## config.mk

```make
export PLATFORM = sky130hd
export DESIGN_NAME = demux_word_collector
export DESIGN_NICKNAME = d
export VERILOG_FILES = /design/src/rtl/demux_word_collector.sv
export SDC_FILE = /design/constraint.sdc
export NUM_CORES = 1
export LEC_CHECK = 0
export BUFFER_PORTS_ARGS = -buffer_cell sky130_fd_sc_hd__clkbuf_2
export CORE_UTILIZATION = 65
export DETAILED_ROUTE_END_ITERATION = 10
export GPL_ROUTABILITY_DRIVEN = 0
export GPL_TIMING_DRIVEN = 0
export PLACE_DENSITY = 0.84
export SLEW_MARGIN = 15
export SYNTH_ARGS = -nofsm -noshare
export SYNTH_HDL_FRONTEND = slang
export SYNTH_SLANG_ARGS = --single-unit
```

## constraint.sdc

```tcl
create_clock -name clk -period 4.25 [get_ports clk]
set_clock_uncertainty 0.2 [all_clocks]
set_input_delay 0.425 -clock clk [delete_from_list [all_inputs] [get_ports clk]]
set_output_delay 0.425 -clock clk [all_outputs]
set_load 0.005 [all_outputs]
```

## src/rtl/demux_word_collector.sv

```systemverilog
// Collects demux-routed bits LSB-first into 8 per-channel words, emitted tagged with channel.
// Latency: 1 clk from final accepted bit to out_valid. Optional ROUTE_CHECK_EN builds sticky route_err.
// Backpressure: single output slot; in_ready drops for all channels while slot is full and not draining.
module demux_word_collector #(
    parameter int WORD_W = 8
) (
    input  logic              clk,
    input  logic              rst_n,
    input  logic              in_valid,
    output logic              in_ready,
    input  logic [2:0]        sel,
    input  logic [7:0]        Y_in,
    input  logic [7:0]        clr_ch,
    output logic              out_valid,
    input  logic              out_ready,
    output logic [WORD_W-1:0] word_out,
    output logic [2:0]        word_ch,
    output logic              route_err
);

    localparam int CNT_W = $clog2(WORD_W);

    logic [WORD_W-1:0] shreg [8];
    logic [CNT_W-1:0]  cnt   [8];

    logic              acc;
    logic              b;
    logic              last_bit;
    logic              complete;
    logic [WORD_W-1:0] next_word;

    assign in_ready  = !out_valid || out_ready;
    assign acc       = in_valid && in_ready;
    assign b         = Y_in[sel];
    assign next_word = {b, shreg[sel][WORD_W-1:1]};
    assign last_bit  = (cnt[sel] == CNT_W'(WORD_W - 1));
    // A clear on the same channel drops the completing bit, so no word is produced.
    assign complete  = acc && last_bit && !clr_ch[sel];

    always_ff @(posedge clk or negedge rst_n) begin
        if (!rst_n) begin
            for (int i = 0; i < 8; i++) begin
                shreg[i] <= '0;
                cnt[i]   <= '0;
            end
        end else begin
            for (int i = 0; i < 8; i++) begin
                if (clr_ch[i] || (complete && sel == 3'(i))) begin
                    shreg[i] <= '0;
                    cnt[i]   <= '0;
                end else if (acc && sel == 3'(i)) begin
                    shreg[i] <= next_word;
                    cnt[i]   <= cnt[i] + 1'b1;
                end
            end
        end
    end

    // A completing beat can only be accepted when the slot is empty or draining, so it loads directly.
    always_ff @(posedge clk or negedge rst_n) begin
        if (!rst_n) begin
            out_valid <= 1'b0;
            word_out  <= '0;
            word_ch   <= '0;
        end else if (complete) begin
            out_valid <= 1'b1;
            word_out  <= next_word;
            word_ch   <= sel;
        end else if (out_ready) begin
            out_valid <= 1'b0;
        end
    end

`ifdef ROUTE_CHECK_EN
    always_ff @(posedge clk or negedge rst_n) begin
        if (!rst_n) begin
            route_err <= 1'b0;
        end else if (acc && ((Y_in & ~(8'b1 << sel)) != 8'h00)) begin
            route_err <= 1'b1;
        end
    end
`else
    assign route_err = 1'b0;
`endif

endmodule

```

* Word-level counts from Yosys, hierarchy flattened *
Cells that the tools add are included.

storage, ports and cells
  flip-flop bits (word level) = 100
  bits of input ports = 23

operators by class
  add/sub/neg operators = 8
  magnitude comparators = 2
  equality and inequality tests = 8
  muxes and demuxes = 44
  bitwise logic cells = 1
  reductions and logical operators = 40

operators by type and width
  kind                   count
  $mux W8                18
  $mux W3                18
  $add A3 B1 Y3 const B  8
  $bmux W8 S3            1
  $logic_and A1 B1 Y1    19
  $reduce_bool A2 Y1     9
  $eq A3 B3 Y1 const B   5
  $bmux W3 S3            1
  $logic_or A1 B1 Y1     9
  $bmux W1 S3            2
  $eq A3 B2 Y1 const B   2
  $ge A4 B4 Y1 const B   1
  $lt A3 B4 Y1 const B   1
  $mux W1                4
  $not A3 Y4             1
  $eq A3 B1 Y1 const B   1
  $logic_not A3 Y1       1
  $logic_not A1 Y1       2

* Longest topological paths before layout *
Gate-level depths: netlist of run 1.

  depth in word-level cells = 10
  gate-level depth with buffers = 8
  mapped depth without buffers = 6

* Worst setup path before layout of run 1 *
Ideal clock, no wire load.

  path type = input-to-reg
  start point = input sel[0]
  end point = register word_ch[1]
  arrival time = 1,842 ps
  setup slack = 2,083 ps
  cell stages on the path = 6
  cell sequence = buf_6 mux4_2 nor3_2 a21oi_2 buf_6 mux2_4

between the ends
  word-level cells in the longest chain between the ends = 7
  elaborated cells between the ends (all ways) = 10
  classes of those cells = 1 x eq/ne; 5 x mux; 1 x bitwise; 3 x reduce/logical

ends and longest elaborated chain
  item                                         RTL line  RTL
  start: declaration                           11        input logic [2:0] sel,
  $not A3 Y4 (implied by the code)             36        assign last_bit = (cnt[sel] == CNT_W'(WORD_W - 1));
  $bmux W3 S3                                  36
  $mux W3 (implied by the code) (2 in series)  36
  $eq A3 B3 Y1                                 36
  $logic_and A1 B1 Y1                          38        assign complete = acc && last_bit && !clr_ch[sel];
  $logic_and A1 B1 Y1 *                        38
  end signal: assignment                       68        word_ch <= sel;
  end: declaration                             17        output logic [2:0] word_ch,

Mark *: on every way between the ends. The rest lies on a longest branch, timed or not. The select of a mux whose other input is x is not followed.
A chain may end at the register's enable or synchronous reset.

* Final worst setup path of run 1 *
  start point = input sel[0]
  end point = register shreg[54] in the netlist's numbering

between the ends
  word-level cells in the longest chain between the ends = 10
  elaborated cells between the ends (all ways) = 20
  classes of those cells = 2 x eq/ne; 10 x mux; 1 x bitwise; 7 x reduce/logical

ends and longest elaborated chain
  item                                                  RTL line  RTL
  $not A3 Y4 (implied by the code)                      35, 36
  $bmux W3 S3                                           36
  $mux W3 (implied by the code) (2 in series)           36
  $eq A3 B3 Y1                                          36
  $logic_and A1 B1 Y1 (2 in series)                     38
  $logic_and A1 B1 Y1                                   48        if (clr_ch[i] || (complete && sel == 3'(i))) begin
  $logic_or A1 B1 Y1                                    48
  $mux W8 / $reduce_bool A2 Y1 (equally long branches)  -
  end signal: indexed assignment                        52        shreg[i] <= next_word;
  end: declaration                                      23        logic [WORD_W-1:0] shreg [8];

Several ways; a longest one is shown, not always the timed one. The select of a mux whose other input is x is not followed.

==> flow_metrics.env, run 1 <==
export IMPL_status="finished clean"
export IMPL_timing_rr_start="out_valid$_DFFE_PN0P_"
export IMPL_syn_area_mm2=0.00486
export IMPL_cts_root_buffer="clkbuf_8"
export IMPL_yosysWarnings=0
export IMPL_fmax_mhz=433
export IMPL_n_fill_cell=486
export IMPL_synth_area_top_cells="dfrtp_1 47%, o32ai_1 12%, mux4_2 7.9%"
export IMPL_p_per_area_mw_per_mm2=331
export IMPL_clock_sinks=92
export IMPL_final_area_mm2=0.00541
export IMPL_yosysSeqAreaShare=0.473
export IMPL_synthCells=417
export IMPL_postPlaceCellArea_mm2=0.00517
export IMPL_p_total_mw=1.79
export IMPL_synth_largest_area_cell="dfrtp_1"
export IMPL_worstReg2RegEnd="word_out[0]$_DFFE_PN0P_"
export IMPL_period_minus_slack_ns=2.31
export IMPL_avgSynthCellArea_um2=11.7
export IMPL_cts_made_buffers=9
export IMPL_ir_drop_v=0.000191
export IMPL_hold_path_depth=2
export IMPL_drtPass1Iterations=5
export IMPL_vias_per_cell=6.66
export IMPL_hpwl_um=8180
export IMPL_wl_um=11900
export IMPL_end_kind="flip-flop"
export IMPL_grt_pass1_wl_um=19200
export IMPL_critPathArrivalTime_ns=2.34
export IMPL_die_h_um=88.5
export IMPL_reg2reg_setup_slack_ns=1.97
export IMPL_synthArstFlopShare=1.00
export IMPL_slew_viol_final=0
export IMPL_cap_violations=0
export IMPL_grt_pass1_vias=3785
export IMPL_wl_per_cell_um=21.0
export IMPL_crit_required_ns=4.27
export IMPL_critical_path_startpoint_type="input port"
export IMPL_finalHoldViolCount=0
export IMPL_synth_top_cells_by_count="92 x dfrtp_1, 64 x o32ai_1, 38 x nand2b_1"
export IMPL_busiest_layer="met2"
export IMPL_antenna_found_initial=0
export IMPL_slew_headroom=0.391
export IMPL_insertion_delay_ns=0.37
export IMPL_yosysMostFrequentCell="dfrtp_1"
export IMPL_fin_util=0.745
export IMPL_vias=3778
export IMPL_gr_usage_all_layers=0.333
export IMPL_num_antenna_cells=0
export IMPL_reg2reg_depth=7
export IMPL_p_leak_nw=2.40
export IMPL_route_detailed_drc=0
export IMPL_finalCritPeriodShare=0.544
export IMPL_cts_resized=0
export IMPL_die_area_mm2=0.00783
export IMPL_grt_max_degree=93
export IMPL_fin_nets=495
export IMPL_drive_gt1_frac=0.224
export IMPL_postRouteAntennaNets=0
export IMPL_groute_layer_met3_usage=0.0700
export IMPL_cts_tree="done"
export IMPL_globalRoute_totalOverflow=0
export IMPL_synth_top_area_frac=0.473
export IMPL_h_tree_depth=3
export IMPL_clkTransAtPathRegs_ns=0.09
export IMPL_synth_edf_count=0
export IMPL_io_pins=37
export IMPL_cts_max_path_buffers=2
export IMPL_portBuffers=35
export IMPL_setup_viol=0
export IMPL_ys_types=52
export IMPL_rsz0062_at_grt="no"
export IMPL_tns_ns=0
export IMPL_hold_start="clr_ch[7]"
export IMPL_critPathKind="input port to flip-flop"
export IMPL_worst_pin_slew_ns=0.889
export IMPL_std_cell_rows=31
export IMPL_first_iter_violations=380
export IMPL_syn_to_final_growth_pct=11.1
export IMPL_met2_usage=0.538
export IMPL_fp_dieW_um=88.5
export IMPL_holdPathEnd="cnt[0]$_DFFE_PN0P_"
export IMPL_worstPathMaxFanout=10
export IMPL_synth_fp_nets=448
export IMPL_fp_coreArea_mm2=0.00725
export IMPL_use_met1=0.444
export IMPL_synth_ff_type="dfrtp_1"
export IMPL_start_util=0.671
export IMPL_synth_seq_cells=92
export IMPL_hold_path_class="input port to flip-flop"
per-layer routing:
layer | wire length (um) | part of all wire
met5 | 0 | 0
met4 | 305 | 0.026
met3 | 918 | 0.077
met2 | 5850 | 0.49
met1 | 4830 | 0.41
cell type report:
cell class | instances | area, um2 | area share
clock inverter | 5 | 85.1 | 0.0157
clock buffer | 10 | 138 | 0.0255
buffer | 32 | 206 | 0.0382
inverter | 22 | 82.6 | 0.0153
timing repair buffer | 36 | 194 | 0.0359
tap | 99 | 124 | 0.0229
sequential | 92 | 2300 | 0.426
multi-input combinational | 271 | 2270 | 0.421
state kept, by name, indices dropped and copies added (netlist names):
register,cells
shreg,56
cnt,24
word_out,8
word_ch,3
out_valid,1
worst max path at each step:
stage / startpoint / endpoint / cells after the start
2_1_floorplan: sel[0] / word_ch[1]$_DFFE_PN0P_ / 6
3_5_place_dp: sel[0] / shreg[54]$_DFFE_PN0P_ / 6
6_report: sel[0] / shreg[54]$_DFFE_PN0P_ / 6
4_1_cts: sel[0] / shreg[54]$_DFFE_PN0P_ / 6
5_1_grt: sel[0] / shreg[58]$_DFFE_PN0P_ / 6
3_3_place_gp: rst_n / shreg[15]$_DFFE_PN0P_ / 1
metrics by stage:
step           std cells  hold slack (ns)  setup slack [ns]
3_5_place_dp         551            0.296              1.56
3_3_place_gp         551            0.291              1.50
4_1_cts              567           0.0157              1.94
6_report             567           0.0245              1.94
2_1_floorplan        417          -0.0706              2.08
5_1_grt              567           0.0213              1.84
cell families (layout without fill, tap and decap cells):
logic type	count (synthesis)	in the layout	synth area share
simple gates	128	128	0.150
fa+ha+maj	8	8	0.0206
buf+inv	54	105	0.0594
mux	34	34	0.120
xor+xnor	14	14	0.0252
compound gates	86	86	0.150
flops	92	92	0.473
other cells	1	1	0.000771
placed cells by master (no fill, tap or decap), types with 4 or more instances in the layout:
cell type  synthesis  final
xnor2_1           10     10
mux2i_1            9      9
mux4_2            17     17
clkbuf_2           0     34
nand3b_1           5      5
nand2_1           31     31
buf_6             10     10
ha_1               8      8
clkbuf_1          15     15
nand4_1            5      5
nor2b_1            4      4
clkbuf_8           0     11
o211a_1            4      4
nor2_1            13     13
nor3_1             4      4
buf_2              6      6
xor2_1             4      4
inv_1             20     20
dfrtp_1           92     92
nand2b_1          38     38
o32ai_1           64     64
a21oi_1            4      4
mux2i_2            5      5
critical path: stages:
cell	delay, ns
clkbuf_2	0.10
buf_6	0.17
buf_2	0.30
mux4_2	0.57
mux2i_2	0.57
o32ai_1	0.20
what timing repair did:
item | 4_1_cts | 5_1_grt
endpoints found under the hold margin | 92 | 0
hold buffers | 1 | 0
buffers inserted | 0 | 0
endpoints found under the setup margin | 0 | 0
where the power goes:
| group | total (mW) | internal (mW) | switching (mW) | leakage (nW) |
|---|---|---|---|---|
| sequential | 0.923 | 0.906 | 0.0171 | 1.27 |
| combinational | 0.199 | 0.0836 | 0.116 | 1.02 |
| clock | 0.665 | 0.347 | 0.318 | 0.109 |
| total | 1.79 | 1.34 | 0.451 | 2.40 |
Power figures use the tool's default switching activity.
==> run 2, diff against run 1 <==
--- a/config.mk
+++ b/config.mk
@@ -6,11 +6,11 @@
 export NUM_CORES = 1
 export LEC_CHECK = 0
 export BUFFER_PORTS_ARGS = -buffer_cell sky130_fd_sc_hd__clkbuf_2
-export CORE_UTILIZATION = 65
+export CORE_UTILIZATION = 54
 export DETAILED_ROUTE_END_ITERATION = 10
 export GPL_ROUTABILITY_DRIVEN = 0
 export GPL_TIMING_DRIVEN = 0
-export PLACE_DENSITY = 0.84
+export PLACE_DENSITY = 0.75
 export SLEW_MARGIN = 15
 export SYNTH_ARGS = -nofsm -noshare
 export SYNTH_HDL_FRONTEND = slang
==> constraint.sdc (replaced) <==
create_clock -name clk -period 2.1 [get_ports clk]
set_clock_uncertainty 0.2 [all_clocks]
set_input_delay 0.21 -clock clk [delete_from_list [all_inputs] [get_ports clk]]
set_output_delay 0.21 -clock clk [all_outputs]
set_load 0.005 [all_outputs]
==> flow_metrics.env, run 2 (synthesized netlist as in run 1, its figures left out) <==
export IMPL_grt_pass1_vias=3914
export IMPL_io_pins=37
export IMPL_whs_ns=0.130
export IMPL_layout_cells_non_filler=597
export IMPL_finalHoldViolCount=0
export IMPL_p_leak_nw=2.60
export IMPL_final_common_cell="dfrtp_1"
export IMPL_cap_violations=0
export IMPL_p_per_area_mw_per_mm2=569
export IMPL_critical_path_startpoint_type="flip-flop"
export IMPL_p_total_mw=3.58
export IMPL_fin_nets=515
export IMPL_h_tree_depth=3
export IMPL_violations="setup timing"
export IMPL_die_h_um=96.9
export IMPL_vias_per_cell=6.54
export IMPL_insertion_delay_ns=0.37
export IMPL_timing_final_ws_setup_ns=-0.0598
export IMPL_hpwl_um=8300
export IMPL_slowest_stage="mux4_2"
export IMPL_largest_reg_flops=56
export IMPL_gr_usage_all_layers=0.275
export IMPL_wl_um=13500
export IMPL_portBuffers=35
export IMPL_p_clk_frac=0.341
export IMPL_dp_cells=560
export IMPL_crit_required_ns=2.12
export IMPL_worstPathMaxFanout=10
export IMPL_hold_path_class="input port to flip-flop"
export IMPL_first_iter_violations=209
export IMPL_wl_per_cell_um=22.6
export IMPL_slew_headroom=0.507
export IMPL_fp_coreArea_mm2=0.00872
export IMPL_critPathMaxStageDelay_ns=0.50
export IMPL_cts_made_buffers=9
export IMPL_fmax_mhz=463
export IMPL_combPwrFrac=0.137
export IMPL_drive_gt1_frac=0.372
export IMPL_setup_viol=21
export IMPL_cp_cell_sequence="inv_1 > mux4_2 > nor3_2 > a21oi_2 > buf_6 > buf_4 > mux2i_1"
export IMPL_netSwitchingFraction=0.275
export IMPL_fin_util=0.723
export IMPL_start_util=0.558
export IMPL_finalCritPeriodShare=1.03
export IMPL_cts_tree="done"
export IMPL_die_area_mm2=0.00939
export IMPL_grt_max_degree=93
export IMPL_fp_dieW_um=96.9
export IMPL_largest_register="shreg"
export IMPL_critPathArrivalTime_ns=2.18
export IMPL_grt_pass1_wl_um=20200
export IMPL_layout_common_cells="92 x dfrtp_1, 37 x clkbuf_2, 37 x nand2b_1, 37 x o32ai_2, 28 x nand2_1"
export IMPL_syn_to_final_growth_pct=29.5
export IMPL_rsz0062_at_grt="yes"
export IMPL_drtPass1Iterations=4
export IMPL_worst_pin_slew_ns=0.740
export IMPL_std_cell_rows=34
export IMPL_p_int_mw=2.60
export IMPL_vias=3906
export IMPL_reg_top3="shreg: 56 flops, cnt: 24 flops, word_out: 8 flops"
export IMPL_critPathKind="flip-flop to flip-flop"
export IMPL_clock_sinks=92
export IMPL_switchingPower_mw=0.986
export IMPL_cts_max_path_buffers=2
export IMPL_ir_drop_v=0.000352
export IMPL_end_kind="flip-flop"
export IMPL_num_antenna_cells=0
export IMPL_cts_root_buffer="clkbuf_8"
export IMPL_post_place_ws_ns=-0.378
export IMPL_antenna_found_initial=0
export IMPL_postRouteAntennaNets=0
export IMPL_globalRoute_totalOverflow=0
export IMPL_pwr_share_seq=0.522
export IMPL_status="complete, but fails checks"
export IMPL_period_minus_slack_ns=2.16
export IMPL_clkTransAtPathRegs_ns=0.09
export IMPL_slew_viol_final=0
export IMPL_route_detailed_drc=0
run 2: through the flow:
stage                     instance area (um2)  TNS (ns)
after global routing                     6300     -3.96
after global placement                   5170    -59.14
after detailed placement                 5180    -16.23
final                                    6300    -0.405
after floorplan                          4860         0
after CTS                                5730    -0.108
run 2: per-layer routing:
layer  up-vias  global-route usage  part of all wire
li1       1699                   -                 -
met1      2012               0.366              0.41
met2       165               0.449              0.51
met3        30              0.0491             0.057
met4         0               0.113             0.026
met5         -                   0                 0
run 2: final timing paths:
| kind | from | to | slack [ns] | cells past startpoint |
|---|---|---|---|---|
| worst max-delay path | cnt[4]$_DFFE_PN0P_ | word_out[6]$_DFFE_PN0P_ | -0.06 | 7 |
| worst min-delay path | clr_ch[2] | shreg[45]$_DFFE_PN0P_ | 0.13 | 3 |
| worst max register to register | cnt[4]$_DFFE_PN0P_ | word_out[6]$_DFFE_PN0P_ | -0.06 | 7 |
| worst min register to register | word_out[0]$_DFFE_PN0P_ | word_out[0]$_DFFE_PN0P_ | 0.32 | 1 |
| max in group asynchronous | rst_n | shreg[17]$_DFFE_PN0P_ | 0.91 | 2 |
| min in group asynchronous | rst_n | cnt[22]$_DFFE_PN0P_ | 0.26 | 2 |
run 2: worst max-delay path: cells and delay by family, from the launching register on:
family | cells | cell delay [ns]
compound gates | 1 | 0.12
buf+inv | 3 | 0.41
flops | 1 | 0.38
mux | 2 | 0.63
simple gates | 1 | 0.27
run 2: power by group through the flow:
stage / registers (mW) / clock network [mW] / logic (mW)
3_3_place_gp: 1.90 / 0 / 0.392
5_1_grt: 1.88 / 1.30 / 0.531
6_report: 1.87 / 1.22 / 0.490
3_5_place_dp: 1.91 / 0 / 0.402
4_1_cts: 1.87 / 1.24 / 0.445
2_1_floorplan: 1.91 / 0 / 0.220
run 2: layout make-up:
class                   count  area (um2)
inverters                  22        83.8
well taps                 108         135
fillers                   550        2420
flip-flops and latches     92        2300
plain buffers              30         250
clock buffers               9         124
multi-input cells         271        2930
clock inverters             7        73.8
repair buffers             58         404
run 2: timing repair:
item                                   4_1_cts  5_1_grt
hold buffers                                12        0
pin swaps                                    2       16
setup endpoints to repair                   63       65
gates resized for setup                     29       74
endpoints found under the hold margin      105        0
setup buffers                                3        7
cloned                                       0        1
==> run 3, diff against run 2 <==
--- a/config.mk
+++ b/config.mk
@@ -10,7 +10,7 @@
 export DETAILED_ROUTE_END_ITERATION = 10
 export GPL_ROUTABILITY_DRIVEN = 0
 export GPL_TIMING_DRIVEN = 0
-export PLACE_DENSITY = 0.75
+export PLACE_DENSITY = 0.81
 export SLEW_MARGIN = 15
 export SYNTH_ARGS = -nofsm -noshare
 export SYNTH_HDL_FRONTEND = slang
==> flow_metrics.env, run 3 (synthesized netlist as in run 1, its figures left out) <==
export IMPL_first_iter_violations=259
export IMPL_wl_um=12000
export IMPL_setup_viol=2
export IMPL_cts_root_buffer="clkbuf_8"
export IMPL_syn_to_final_growth_pct=15.7
export IMPL_fin_util=0.646
export IMPL_cts_max_path_buffers=2
export IMPL_clock_sinks=92
export IMPL_die_h_um=96.9
export IMPL_grt_pass1_wl_um=19800
export IMPL_p_total_mw=3.43
export IMPL_slew_headroom=0.501
export IMPL_fp_dieW_um=96.9
export IMPL_violations="setup timing"
export IMPL_antenna_found_initial=0
export IMPL_worst_pin_slew_ns=0.748
export IMPL_num_antenna_cells=0
export IMPL_period_minus_slack_ns=2.12
export IMPL_critPathKind="input port to flip-flop"
export IMPL_hpwl_um=8380
export IMPL_cts_tree="done"
export IMPL_vias=3733
export IMPL_critPathArrivalTime_ns=2.18
export IMPL_end_kind="flip-flop"
export IMPL_grt_pass1_vias=3935
export IMPL_largest_reg_flops=56
export IMPL_fmax_mhz=472
export IMPL_gr_usage_all_layers=0.267
export IMPL_critical_path_startpoint_type="input port"
export IMPL_rsz0062_at_grt="yes"
export IMPL_drive_gt1_frac=0.266
export IMPL_p_per_area_mw_per_mm2=609
export IMPL_globalRoute_totalOverflow=0
export IMPL_critPathMaxStageDelay_ns=0.52
export IMPL_start_util=0.558
export IMPL_die_area_mm2=0.00939
export IMPL_final_common_cell="dfrtp_1"
export IMPL_slowest_stage="dlygate4sd3_1"
export IMPL_reg_top3="shreg: 56 flops, cnt: 24 flops, word_out: 8 flops"
export IMPL_wl_per_cell_um=20.3
export IMPL_fin_nets=507
export IMPL_worstPathMaxFanout=10
export IMPL_h_tree_depth=3
export IMPL_hold_path_class="input port to flip-flop"
export IMPL_io_pins=37
export IMPL_layout_common_cells="92 x dfrtp_1, 52 x o32ai_1, 38 x nand2b_1"
export IMPL_insertion_delay_ns=0.37
export IMPL_finalCritPeriodShare=1.01
export IMPL_cp_num_buf_inv=4
export IMPL_crit_required_ns=2.16
export IMPL_status="complete, but fails checks"
export IMPL_p_leak_nw=2.46
export IMPL_postRouteAntennaNets=0
export IMPL_slew_viol_final=0
export IMPL_clkTransAtPathRegs_ns=0.09
export IMPL_cap_violations=0
export IMPL_ir_drop_v=0.000352
export IMPL_cp_cell_sequence="dlygate4sd3_1 > clkbuf_2 > and4b_1 > nor3_2 > nor2_1 > a21o_1 > buf_6 > buf_8 > o32ai_1"
export IMPL_route_detailed_drc=0
export IMPL_finalHoldViolCount=0
export IMPL_timing_final_ws_setup_ns=-0.0187
export IMPL_std_cell_rows=34
export IMPL_drtPass1Iterations=4
export IMPL_largest_register="shreg"
export IMPL_cp_top_family="buffers and inverters"
export IMPL_fp_coreArea_mm2=0.00872
export IMPL_grt_max_degree=93
export IMPL_vias_per_cell=6.34
export IMPL_cts_made_buffers=9
export IMPL_portBuffers=35
run 3: power by group:
part	internal, mW	total (mW)	switching, mW
clock	0.468	1.13	0.661
sequential	1.83	1.87	0.0348
combinational	0.187	0.431	0.244
run 3: area by class of cell:
| type | count | area (um2) |
|---|---|---|
| fill | 645 | 3090 |
| multi-input combinational | 271 | 2410 |
| sequential | 92 | 2300 |
| timing repair buffer | 48 | 304 |
| buffer | 32 | 215 |
| clock buffer | 11 | 141 |
| tap | 108 | 135 |
| inverter | 22 | 83.8 |
| clock inverter | 5 | 35.0 |
run 3: per-layer routing:
layer / vias to the layer above / global-route usage / share of wire
met2: 103 / 0.442 / 0.52
met4: 0 / 0.0850 / 0.016
li1: 1687 / - / -
met3: 17 / 0.0571 / 0.047
met5: - / 0 / 0
met1: 1926 / 0.353 / 0.42
run 3: final timing paths:
path / startpoint / end / slack [ns] / cells past startpoint
max reg2reg: cnt[18]$_DFFE_PN0P_ / shreg[60]$_DFFE_PN0P_ / -0.01 / 7
max in group asynchronous: rst_n / shreg[36]$_DFFE_PN0P_ / 0.91 / 2
min: clr_ch[3] / shreg[33]$_DFFE_PN0P_ / 0.02 / 3
min reg2reg: word_out[3]$_DFFE_PN0P_ / word_out[3]$_DFFE_PN0P_ / 0.32 / 2
min in group asynchronous: rst_n / cnt[1]$_DFFE_PN0P_ / 0.23 / 2
max: clr_ch[6] / shreg[60]$_DFFE_PN0P_ / -0.02 / 9
run 3: per-stage QoR:
step,setup TNS [ns],std cells,area [um2],hold slack [ns],setup WS (ns)
2_1_floorplan,0,417,4860,-0.286,0.148
3_3_place_gp,-54.83,560,5170,0.198,-0.474
3_5_place_dp,-15.45,560,5180,0.128,-0.365
4_1_cts,-0.00392,587,5530,0.000499,-0.00392
5_1_grt,-1.30,589,5630,0.0290,-0.0681
6_report,-0.0222,589,5630,0.0235,-0.0187
run 3: repair_timing:
action | CTS | global route
resized for setup | 11 | 14
pin swaps | 1 | 3
hold buffers | 9 | 0
cloned | 0 | 0
setup buffers | 2 | 2
hold endpoints to repair | 102 | 0
endpoints found under the setup margin | 60 | 57
run 3: worst min-delay path, cell delays in order:
cell	delay [ns]
clkbuf_2	0.13
nand2b_1	0.13
o32ai_1	0.08
